<file path="src/rtl/dht11_pkg.sv">
// rtl/dht11_pkg.sv - shared constants, state types and frame byte selection for the DHT11 UART reporter
package dht11_pkg;

  localparam logic [7:0] HEADER_BYTE_DEF = 8'hAA;
  localparam int         FRAME_BYTES     = 7;
  localparam int         STATUS_ERR_BIT  = 0;
  localparam int         STATUS_OVR_BIT  = 1;

  // Reporter frame sequencing states
  typedef enum logic [1:0] {
    S_IDLE,
    S_LOAD,
    S_SEND,
    S_DONE
  } state_t;

  // Per-byte bit timing states inside uart_tx_byte
  typedef enum logic [1:0] {
    B_IDLE,
    B_START,
    B_DATA,
    B_STOP
  } bit_state_t;

  // Byte at position idx of the frame; checksum is the 8-bit sum of the payload
  function automatic logic [7:0] frame_byte(
    input logic [2:0] idx,
    input logic [7:0] hdr,
    input logic [7:0] status,
    input logic [7:0] h_i,
    input logic [7:0] h_f,
    input logic [7:0] t_i,
    input logic [7:0] t_f
  );
    logic [7:0] sum;
    sum = h_i + h_f + t_i + t_f;
    case (idx)
      3'd0:    return hdr;
      3'd1:    return status;
      3'd2:    return h_i;
      3'd3:    return h_f;
      3'd4:    return t_i;
      3'd5:    return t_f;
      default: return sum;
    endcase
  endfunction

endpackage

</file>
<file path="src/rtl/uart_tx_byte.sv">
// rtl/uart_tx_byte.sv - 8N1 UART byte transmitter with back-to-back restart
// Ports: clk, reset (sync, active-high); start + data load a byte (accepted when idle
// or in the byte_done cycle); tx is the registered line; byte_done marks the last
// cycle of the stop bit.
module uart_tx_byte
  import dht11_pkg::*;
#(
  parameter int CLKS_PER_BIT = 868
) (
  input  logic       clk,
  input  logic       reset,
  input  logic       start,
  input  logic [7:0] data,
  output logic       tx,
  output logic       byte_done
);

  bit_state_t  state, state_n;
  logic [15:0] baud_cnt, baud_cnt_n;
  logic [2:0]  bit_cnt, bit_cnt_n;
  logic [7:0]  shift, shift_n;
  logic        tx_q, tx_n;
  logic        bit_last;

  assign bit_last  = (baud_cnt == 16'(CLKS_PER_BIT - 1));
  assign byte_done = (state == B_STOP) && bit_last;
  assign tx        = tx_q;

  always_comb begin
    state_n    = state;
    baud_cnt_n = baud_cnt;
    bit_cnt_n  = bit_cnt;
    shift_n    = shift;
    tx_n       = tx_q;
    case (state)
      B_START: begin
        if (bit_last) begin
          baud_cnt_n = '0;
          state_n    = B_DATA;
          tx_n       = shift[0];
        end else begin
          baud_cnt_n = baud_cnt + 16'd1;
        end
      end
      B_DATA: begin
        if (bit_last) begin
          baud_cnt_n = '0;
          shift_n    = shift >> 1;
          if (bit_cnt == 3'd7) begin
            state_n = B_STOP;
            tx_n    = 1'b1;
          end else begin
            bit_cnt_n = bit_cnt + 3'd1;
            tx_n      = shift[1];
          end
        end else begin
          baud_cnt_n = baud_cnt + 16'd1;
        end
      end
      B_STOP: begin
        if (bit_last) begin
          baud_cnt_n = '0;
          state_n    = B_IDLE;
          tx_n       = 1'b1;
        end else begin
          baud_cnt_n = baud_cnt + 16'd1;
        end
      end
      default: begin
        tx_n = 1'b1;
      end
    endcase
    // A start in the final stop cycle chains the next byte with no idle gap
    if (start) begin
      state_n    = B_START;
      baud_cnt_n = '0;
      bit_cnt_n  = '0;
      shift_n    = data;
      tx_n       = 1'b0;
    end
  end

  always_ff @(posedge clk) begin
    if (reset) begin
      state    <= B_IDLE;
      baud_cnt <= '0;
      bit_cnt  <= '0;
      shift    <= '0;
      tx_q     <= 1'b1;
    end else begin
      state    <= state_n;
      baud_cnt <= baud_cnt_n;
      bit_cnt  <= bit_cnt_n;
      shift    <= shift_n;
      tx_q     <= tx_n;
    end
  end

endmodule

</file>
<file path="src/rtl/dht11_uart_reporter.sv">
// rtl/dht11_uart_reporter.sv - latches DHT11 samples and sends them as a 7-byte UART frame
// Ports: clk, reset (sync, active-high); sample_valid pulse with hum_int, hum_float,
// temp_int, temp_float, error; tx UART line (idle high); busy during a frame;
// frame_done one-cycle pulse after the last stop bit.
module dht11_uart_reporter
  import dht11_pkg::*;
#(
  parameter int         CLKS_PER_BIT = 868,
  parameter logic [7:0] HEADER_BYTE  = HEADER_BYTE_DEF
) (
  input  logic       clk,
  input  logic       reset,
  input  logic       sample_valid,
  input  logic [7:0] hum_int,
  input  logic [7:0] hum_float,
  input  logic [7:0] temp_int,
  input  logic [7:0] temp_float,
  input  logic       error,
  output logic       tx,
  output logic       busy,
  output logic       frame_done
);

  state_t     state, state_n;
  logic [2:0] idx, idx_n, sel_idx;
  logic [7:0] h_i_q, h_f_q, t_i_q, t_f_q, status_q, status_new;
  logic       overrun, overrun_n;
  logic       busy_q, busy_n;
  logic       done_q, done_n;
  logic       latch;
  logic       byte_start;
  logic       byte_done;
  logic [7:0] byte_data;

  always_comb begin
    state_n    = state;
    idx_n      = idx;
    sel_idx    = idx;
    overrun_n  = overrun;
    busy_n     = busy_q;
    done_n     = 1'b0;
    latch      = 1'b0;
    byte_start = 1'b0;
    status_new = '0;
    status_new[STATUS_ERR_BIT] = error;
    status_new[STATUS_OVR_BIT] = overrun;
    case (state)
      S_IDLE: begin
        if (sample_valid) begin
          latch     = 1'b1;
          overrun_n = 1'b0;
          busy_n    = 1'b1;
          idx_n     = '0;
          state_n   = S_LOAD;
        end
      end
      S_LOAD: begin
        byte_start = 1'b1;
        state_n    = S_SEND;
      end
      S_SEND: begin
        // Next byte is loaded in the last stop cycle so LOAD costs no bit time
        if (byte_done) begin
          if (idx != 3'(FRAME_BYTES - 1)) begin
            idx_n      = idx + 3'd1;
            sel_idx    = idx + 3'd1;
            byte_start = 1'b1;
          end else begin
            state_n = S_DONE;
            busy_n  = 1'b0;
            done_n  = 1'b1;
          end
        end
      end
      default: begin
        state_n = S_IDLE;
      end
    endcase
    if (sample_valid && (state != S_IDLE)) begin
      overrun_n = 1'b1;
    end
  end

  assign byte_data = frame_byte(sel_idx, HEADER_BYTE, status_q, h_i_q, h_f_q, t_i_q, t_f_q);

  always_ff @(posedge clk) begin
    if (reset) begin
      state    <= S_IDLE;
      idx      <= '0;
      overrun  <= 1'b0;
      busy_q   <= 1'b0;
      done_q   <= 1'b0;
      h_i_q    <= '0;
      h_f_q    <= '0;
      t_i_q    <= '0;
      t_f_q    <= '0;
      status_q <= '0;
    end else begin
      state   <= state_n;
      idx     <= idx_n;
      overrun <= overrun_n;
      busy_q  <= busy_n;
      done_q  <= done_n;
      if (latch) begin
        h_i_q    <= hum_int;
        h_f_q    <= hum_float;
        t_i_q    <= temp_int;
        t_f_q    <= temp_float;
        status_q <= status_new;
      end
    end
  end

  assign busy       = busy_q;
  assign frame_done = done_q;

  uart_tx_byte #(
    .CLKS_PER_BIT(CLKS_PER_BIT)
  ) u_tx (
    .clk      (clk),
    .reset    (reset),
    .start    (byte_start),
    .data     (byte_data),
    .tx       (tx),
    .byte_done(byte_done)
  );

endmodule

</file>
<file path="config.mk">
export PLATFORM = sky130hd
export DESIGN_NAME = dht11_uart_reporter
export DESIGN_NICKNAME = d
export VERILOG_FILES = /design/src/rtl/dht11_pkg.sv /design/src/rtl/uart_tx_byte.sv /design/src/rtl/dht11_uart_reporter.sv
export SDC_FILE = /design/constraint.sdc
export NUM_CORES = 1
export LEC_CHECK = 0
export CORE_ASPECT_RATIO = 1.4
export CORE_MARGIN = 10
export CORE_UTILIZATION = 52
export DETAILED_ROUTE_END_ITERATION = 10
export HOLD_SLACK_MARGIN = 0.02
export PLACE_DENSITY = 0.8
export SYNTH_ARGS = -nofsm -noshare
export SYNTH_HDL_FRONTEND = slang
export SYNTH_SLANG_ARGS = --single-unit
</file>
<file path="constraint.sdc">
create_clock -name clk -period 3.3 [get_ports clk]
set_clock_uncertainty 0.15 [all_clocks]
set_input_delay 0.66 -clock clk [delete_from_list [all_inputs] [get_ports clk]]
set_output_delay 0.66 -clock clk [all_outputs]
set_load 0.005 [all_outputs]
</file>
==> results of run 1 <==
==> cell usage in the layout, fill, tap and decap left out, types with 8 or more instances in the layout <==
| master | instances |
|---|---|
| clkdlybuf4s50_1 | 37 |
| xor2_1 | 12 |
| o22ai_1 | 8 |
| nand2_1 | 95 |
| mux2i_1 | 14 |
| o21ai_0 | 16 |
| xnor2_1 | 13 |
| a21oi_1 | 59 |
| dfxtp_1 | 70 |
| clkbuf_8 | 9 |
| inv_1 | 47 |
| fa_1 | 13 |
| buf_4 | 14 |
| nor2_1 | 32 |
| ha_1 | 19 |
==> worst max-delay path, stage by stage (launching register included) <==
cell,delay [ns]
dfxtp_2,0.34
inv_1,0.06
fa_1,0.50
fa_1,0.52
inv_1,0.04
ha_1,0.22
fa_2,0.36
a21o_1,0.20
a21oi_2,0.15
o21ai_0,0.12
xnor2_1,0.21
o21ai_1,0.08
o22ai_1,0.14
==> cell families after synthesis <==
kind of cell	Yosys count
flops	72
compound gates	122
mux	16
xor+xnor	26
buf+inv	72
fa+ha+maj	33
simple gates	174
==> per-layer routing <==
metal  part of all wire  routed length, um  global-route usage
met1               0.42               4296              0.2084
met2               0.52               5388              0.3128
met3              0.038                388             0.03483
met4              0.019                195             0.06789
met5                  0                  0                   0
==> synthesized netlist by cell type (all sizes together), types with 2 or more instances <==
library cell  count  area share
a311oi            2      0.0041
or4               3      0.0062
o22ai             8       0.012
nand4             4      0.0095
nor3              7      0.0083
and3              3      0.0044
fa               14       0.066
and2              4      0.0059
o221ai            6       0.012
o211ai            2      0.0035
inv              47       0.042
nand2            95       0.084
ha               19       0.056
nor2b             3      0.0044
xor2             12       0.025
o21ai            19       0.023
buf               9       0.014
and4              2      0.0041
clkbuf           16       0.014
a21oi            60       0.071
nor2             32       0.028
o31ai             3      0.0065
dfxtp            72        0.34
nand2b            3      0.0044
xnor2            14       0.033
or3               2      0.0030
nand3             7      0.0083
nor4              2      0.0065
mux2i            15       0.036
a31oi             3      0.0044
o21bai            2      0.0044
nand4b            2      0.0041
a21o              3      0.0053
a211oi            6       0.011
a221oi            2      0.0056
==> stage by stage <==
step           setup slack, ns  hold slack, ns  instance area [um2]  instances
2_1_floorplan           0.1779          0.2822                 4232        515
3_3_place_gp            0.1227          0.2898                 4716        642
3_5_place_dp           0.01156          0.2969                 4716        642
4_1_cts                0.04231          0.3064                 4873        657
5_1_grt               0.006473          0.3308                 4878        657
6_report                0.1512          0.3048                 4878        657
==> repair_timing <==
item,CTS,global route
pin swaps,0,1
buffers inserted,0,0
setup endpoints to repair,1,1
hold buffers,0,0
gates resized for setup,1,4
==> worst max path at each step <==
stage                                startpoint                    endpoint  slack [ns]  cells after the start
final                     h_i_q[1]$_SDFFE_PP0P_  u_tx.shift[7]$_SDFFE_PP0P_        0.15                     12
after global routing      h_i_q[1]$_SDFFE_PP0P_  u_tx.shift[7]$_SDFFE_PP0P_       0.006                     12
after CTS                 h_i_q[1]$_SDFFE_PP0P_  u_tx.shift[7]$_SDFFE_PP0P_        0.04                     12
after detailed placement  h_i_q[1]$_SDFFE_PP0P_  u_tx.shift[7]$_SDFFE_PP0P_        0.01                     12
after global placement    h_i_q[1]$_SDFFE_PP0P_  u_tx.shift[7]$_SDFFE_PP0P_        0.12                     12
after floorplan           h_i_q[1]$_SDFFE_PP0P_  u_tx.shift[7]$_SDFFE_PP0P_        0.18                     12
==> registers in the layout, summed over array words and instances, names as in the netlist <==
signal         cells
status_q           2
h_f_q              8
busy               1
u_tx.baud_cnt     16
t_f_q              8
u_tx.tx            1
overrun            1
idx                3
u_tx.state         2
u_tx.bit_cnt       3
u_tx.shift         8
frame_done         1
t_i_q              8
state              2
h_i_q              8
==> power by group through the flow <==
stage	sequential, uW	clock [uW]	combinational, uW
global placement	1130	0	1050
detailed placement	1140	0	1090
global route	1140	630	1260
floorplan	1100	0	808
CTS	1120	599	1100
finish	1120	583	1100
==> area by class of cell <==
type                       instances  area [um2]  area share
multi-input combinational        371        2499      0.5122
clock buffer                      11       131.4     0.02693
sequential                        72        1444      0.2960
inverter                          47       176.4     0.03616
clock inverter                     4       22.52    0.004617
timing repair buffer              52       480.5     0.09849
tap                              100       125.1     0.02565
==> flow_summary.toml, run 1 <==
[run_status]
outcome = "completed"

[clock_network]
numCtsBuffers = 9
insertion_delay_ns = 0.36
cts-root-buf = "clkbuf_8"
htree_levels = 3
cts_tree = "done"
clkSinkCount = 72
clk_pin_slew_worst_paths_ns = 0.07
cts_buffer_depth = 2

[timing]
period_share = 0.9542
fin_tns_setup_ns = 0
rsz0062_at_grt = "no"
maxSlewViolCount = 0
max_slew_margin = 0.5246
fin_crit_ns = 3.149
clock.fmax_mhz = 317.6
hold_viol_final = 0
finalSetupViolCount = 0
max_slew.worst_pin.slew_ns = 0.7131

[synthesis]
synthCells = 515
synthMuxAreaShare = 0.04169
synth_compound_area_frac = 0.1756
yosysWarnings = 0
synth_top_family_by_area = "simple AND/OR/NAND/NOR gates"
ys_ff_latch = 72
synth-edff-count = 0
synth.cell_area_mm2 = 0.004232
synthAdderAreaFrac = 0.1224
synth_seq_area_share = 0.3406
synthArstFlopShare = 0
synth_ff_type = "dfxtp_1"
synth.net_count = 584
yosysUniqueCellTypes = 60
synthXorXnorAreaFrac = 0.05825
syn_area_per_cell_um2 = 8.217
yosys.area_share.simple = 0.1910

[global_route]
track_usage = 0.1799
gr-total-overflow = 0
grt_pass1_vias = 3662
grt_pass1_wl_mm = 17.64
grt_max_degree = 35
antenna_found_initial = 0

[cells_and_area]
syn_to_final_growth_pct = 15.29
fill_cells = 685
drive_gt1_frac = 0.07899
utilization = 0.6219
final_nets = 622
diodes = 0

[power]
power_uw = 2801
internal_power_uw = 1726
power.ir.vdd_worst_uv = 448.1
power.leakage_uw = 0.001897
p_sw_frac = 0.3839
powerDensity_mw_per_mm2 = 574.2
seqPwrFrac = 0.399
total_switching_power_uw = 1075
p_comb_frac = 0.392
clkPwrFrac = 0.208

[setup_path]
rr_endpoint = "u_tx.shift[7]$_SDFFE_PP0P_"
critPathMaxFanout = 3
worstPathRequired_ns = 3.44
r2r-start = "h_i_q[1]$_SDFFE_PP0P_"
crit_type = "register to register"
r2r_cells = 12
start_kind = "register"
regToRegSetupSlack_ns = 0.15
crit_arrival_ns = 3.29
end_kind = "register"

[place]
port_buffers = 38
dp_hpwl_mm = 7.906
place_congestion = 0.9457

[drt]
num_vias = 3609
drt_iter0_markers = 225
wl_per_cell_um = 15.63
via_per_inst = 5.493
drt_drc_violations_left = 0
ant_nets = 0
dr.pass1.iters = 4
drt_wl_total_mm = 10.27

[floorplanning]
die_w_um = 96.24
std_cell_rows = 38
num_io_pins = 39
die_h_um = 126.7
dieArea_mm2 = 0.01220
initial_core_util = 0.5394
coreArea_mm2 = 0.007845

[flow_run]
cap_violations = 0

[worst_hold_path]
min-delay-start = "h_i_q[2]$_SDFFE_PP0P_"
holdPathEnd = "h_i_q[2]$_SDFFE_PP0P_"
hold_path_class = "register to register"
holdPathStages = 2
No activity file was read; power rests on OpenSTA's default activity.
==> run 2, diff against run 1 <==
--- a/config.mk
+++ b/config.mk
@@ -8,6 +8,7 @@
 export CORE_ASPECT_RATIO = 1.4
 export CORE_MARGIN = 10
 export CORE_UTILIZATION = 52
+export CTS_CLUSTER_DIAMETER = 50
 export DETAILED_ROUTE_END_ITERATION = 10
 export HOLD_SLACK_MARGIN = 0.02
 export PLACE_DENSITY = 0.8
==> results of run 2 <==
Final layout, timing and power as in run 1 (identical DEF).
